<file path="src/rtl/mem_arbiter.sv">
// mem_arbiter: two-master burst arbiter (data cache D, instruction cache I) onto one memory-controller port.
module mem_arbiter #(
  parameter int DATA_WIDTH    = 32,
  parameter int ADDR_WIDTH    = 32,
  parameter int PRIORITY_MODE = 0
) (
  input  logic                  clk,
  input  logic                  rst_n,
  input  logic [ADDR_WIDTH-1:0] d_mem_addr,
  input  logic                  d_mem_enable,
  input  logic                  d_mem_rw,
  input  logic [DATA_WIDTH-1:0] d_mem_write,
  output logic [DATA_WIDTH-1:0] d_mem_read,
  output logic                  d_mem_read_valid,
  output logic                  d_mem_write_req,
  output logic                  d_mem_last,
  input  logic [ADDR_WIDTH-1:0] i_mem_addr,
  input  logic                  i_mem_enable,
  output logic [DATA_WIDTH-1:0] i_mem_read,
  output logic                  i_mem_read_valid,
  output logic                  i_mem_last,
  output logic [ADDR_WIDTH-1:0] mem_addr,
  output logic                  mem_enable,
  output logic                  mem_rw,
  output logic [DATA_WIDTH-1:0] mem_write,
  input  logic [DATA_WIDTH-1:0] mem_read,
  input  logic                  mem_read_valid,
  input  logic                  mem_write_req,
  input  logic                  mem_last,
  output logic                  grant_d,
  output logic                  grant_i,
  output logic                  busy
);
  localparam logic MEM_READ = 1'b0;
  typedef enum logic [1:0] {IDLE, GRANT_D, GRANT_I, GAP} state_t;
  state_t state_q, state_d;
  logic   last_d_q, last_d_d;
  logic   pick_d;
  always_comb begin
    pick_d   = d_mem_enable && (!i_mem_enable || PRIORITY_MODE != 0 || !last_d_q);
    state_d  = state_q;
    last_d_d = last_d_q;
    case (state_q)
      IDLE, GAP: begin
        state_d  = pick_d ? GRANT_D : i_mem_enable ? GRANT_I : IDLE;
        last_d_d = pick_d ? 1'b1 : i_mem_enable ? 1'b0 : last_d_q;
      end
      GRANT_D: state_d = (mem_last || !d_mem_enable) ? GAP : GRANT_D;
      GRANT_I: state_d = (mem_last || !i_mem_enable) ? GAP : GRANT_I;
    endcase
  end
  // last_d_q low after reset: I counts as last owner, so D wins the first conflict
  always_ff @(posedge clk or negedge rst_n) begin
    if (!rst_n) begin
      state_q  <= IDLE;
      last_d_q <= 1'b0;
    end else begin
      state_q  <= state_d;
      last_d_q <= last_d_d;
    end
  end
  assign grant_d          = state_q == GRANT_D;
  assign grant_i          = state_q == GRANT_I;
  assign busy             = grant_d | grant_i;
  assign mem_addr         = grant_d ? d_mem_addr : grant_i ? i_mem_addr : '0;
  assign mem_enable       = grant_d ? d_mem_enable : grant_i & i_mem_enable;
  assign mem_rw           = grant_d ? d_mem_rw : MEM_READ;
  assign mem_write        = grant_d ? d_mem_write : '0;
  assign d_mem_read       = mem_read;
  assign i_mem_read       = mem_read;
  assign d_mem_read_valid = grant_d & mem_read_valid;
  assign d_mem_write_req  = grant_d & mem_write_req;
  assign d_mem_last       = grant_d & mem_last;
  assign i_mem_read_valid = grant_i & mem_read_valid;
  assign i_mem_last       = grant_i & mem_last;
endmodule
</file>
<file path="config.mk">
export PLATFORM = sky130hd
export DESIGN_NAME = mem_arbiter
export DESIGN_NICKNAME = d
export VERILOG_FILES = /design/src/rtl/mem_arbiter.sv
export SDC_FILE = /design/constraint.sdc
export NUM_CORES = 1
export LEC_CHECK = 0
export CORE_AREA = 3 3 104 106
export CTS_BUF_LIST = sky130_fd_sc_hd__clkbuf_4
export DETAILED_ROUTE_END_ITERATION = 16
export DIE_AREA = 0 0 107 109
export SKIP_CTS_REPAIR_TIMING = 1
export SLEW_MARGIN = 10
export SYNTH_ARGS = -nofsm -noshare
export SYNTH_HDL_FRONTEND = slang
export SYNTH_SLANG_ARGS = --single-unit
</file>
<file path="constraint.sdc">
create_clock -name clk -period 4.5 [get_ports clk]
set_input_delay 1.35 -clock clk [delete_from_list [all_inputs] [get_ports clk]]
set_output_delay 1.35 -clock clk [all_outputs]
set_load 0.005 [all_outputs]
</file>
==> results <==
-- cells by family after synthesis --
logic type	Yosys count	share of synthesized area
AO/OA/AOI/OAI	40	0.143
AND/OR/NAND/NOR	108	0.348
flip-flops	3	0.0520
adder cells (fa/ha/maj)	3	0.0260
buffers and inverters	83	0.431
-- routing by layer --
metal	vias up	wire, µm	GRT usage
met3	32	471	0.0213
li1	883	-	-
met2	96	2990	0.164
met4	0	172	0.0301
met1	720	2130	0.0911
met5	-	0	0
-- worst paths after layout --
check	from	slack [ns]	depth (start not counted)	endpoint
worst max register to register	state_q[1]$_DFF_PN0_	3.12	5	state_q[1]$_DFF_PN0_
worst min-delay path	last_d_q$_DFFE_PN0P_	0.52	1	last_d_q$_DFFE_PN0P_
max in group asynchronous	rst_n	3.07	1	state_q[0]$_DFF_PN0_
min in group asynchronous	rst_n	1.29	1	last_d_q$_DFFE_PN0P_
worst min register to register	last_d_q$_DFFE_PN0P_	0.52	1	last_d_q$_DFFE_PN0P_
worst max-delay path	i_mem_enable	0.51	4	mem_enable
-- stage by stage --
step                std cells   util
floorplan                 237      -
global placement          471  0.285
detailed placement        471  0.285
CTS                       475  0.288
global route              475  0.288
finish                    475  0.288
-- state kept, by name, indices dropped and copies added (netlist names) --
register  cells
state_q       2
last_d_q      1
-- critical path: cells and delay by family --
kind                   cells  cell delay, ns
buffers and inverters      2            1.08
AOI/OAI and AO/OA          1            0.15
and+or+nand+nor            1            0.06
-- cell type report --
class,count,area share
repair buffers,180,0.636
clock buffers,4,0.0106
well taps,133,0.0585
flip-flops and latches,3,0.0264
inverters,4,0.00528
multi-input cells,151,0.264
-- where the power goes --
group | leakage (µW) | internal (µW) | switching [µW] | total [µW]
Clock | 0.0000184 | 39.4 | 16.2 | 55.6
Sequential | 0.0000347 | 42.7 | 11.1 | 53.8
Combinational | 0.000992 | 652 | 446 | 1100
Total | 0.00105 | 734 | 474 | 1210
-- layout by cell type, fill, tap and decap left out --
cell / netlist / final
clkdlybuf4s50_1: 0 / 177
nand2_1: 68 / 68
and2_1: 38 / 38
o21ai_0: 29 / 29
o21ai_1: 6 / 6
inv_1: 4 / 4
clkbuf_4: 0 / 4
dfrtp_1: 3 / 3
a21oi_1: 2 / 2
ha_1: 3 / 2
buf_4: 68 / 2
nand2b_1: 1 / 1
a211oi_1: 1 / 1
nor2_1: 1 / 1
a22oi_1: 1 / 1
a31oi_1: 1 / 1
ha_2: 0 / 1
buf_12: 0 / 1
==> results.cfg <==
[die]
core_um2 = 9860
core.rowCount = 36
die_area_um2 = 11700
io_pins = 274
start_util = 0.146
die_h_um = 109
fp.dieW_um = 107

[yosys]
synth_area_leaders = buf_4 (35%), nand2_1 (18%), and2_1 (16%)
synth_edf_count = 0
ys.flop_type = dfrtp_1
seq_area_frac_synth = 0.0520
synth_cells = 237
syn_area_per_cell_um2 = 6.09
syn_area_um2 = 1440
synth_cell_type_count = 17
synth_top_area_frac = 0.354
synth_top_area_cell = buf_4
synth_common_cells = buf_4 (68), nand2_1 (68), and2_1 (38)
ys_async_sr_fraction = 1.00
synth_seq_cells = 3
yosysWarnings = 0
synth_fp_nets = 376

[critical_path]
crit_type = input pin to primary output
cp_max_fo = 5
required_ns = 3.15
cp-start-kind = input pin
worstSetupEndpointType = primary output
slowest_stage = clkdlybuf4s50_1
crit_chain = clkdlybuf4s50_1 > nand2_1 > o21ai_0 > clkdlybuf4s50_1
crit_arrival_ns = 2.64
slowest_delay_ns = 0.55
crit_top_cell = clkdlybuf4s50_1

[timing]
period_needed_ns = 3.99
hold_viol = 0
holdWs_ns = 0.522
tightest_slew_ns = 0.718
finClkSkew_ns = 0.00483
finalSetupViolations = 0
post-route-period-util = 0.887
rsz0062_at_grt = no
maxSlewHeadroom = 0.521
fmax_mhz = 251
slew_viol_final = 0
setup_tns_ns = 0
layout_setup_ws_ns = 0.510

[placement]
port_buffers = 177
place_congestion = 0.775
dpl_worst_slack_ns = 0.525
post_dp_cell_area_um2 = 2810
place_hpwl_mm = 4.70

[layout]
final_area_um2 = 2840
seq_area_um2 = 75.1
diodes = 0
area_growth_pct = 96.9
drive_gt1_frac = 0.0234
nFillCells = 1064
multiInputGateArea_um2 = 749
layout.nets = 482

[power_and_ir_drop]
leakage_uw = 0.00105
power.total_uw = 1210
ir_drop_mv = 0.331
powerDensity_nw_per_um2 = 425

[hold_path]
hold_class = flip-flop to flip-flop

[clock_network]
cts.htree.levels = 1
insertion_delay_ns = 0.24
cts_tree = built
clkTransAtPathRegs_ns = 0.04
numClockSinks = 3
clock_path_buffers = 2
root_buffer = clkbuf_4
cts-buffers-inserted = 3

[drt]
via_count = 1731
wl_mm = 5.77
drt_iter0_markers = 100
post_drt_wl_per_cell_um = 12.1
vias_per_cell = 3.64
dr.pass1.iters = 5
ant_nets = 0
drc = 0

[grt]
grt_pass1_wl_mm = 8.23
antenna_found_initial = 0
grt_max_degree = 57
gr-usage-all-layers = 0.0857
gr-total-overflow = 0
grt_pass1_vias = 1648

[status]
outcome = completed

[flow_run]
maxCapViolCount = 0
No activity file was read; power rests on OpenSTA's default activity.
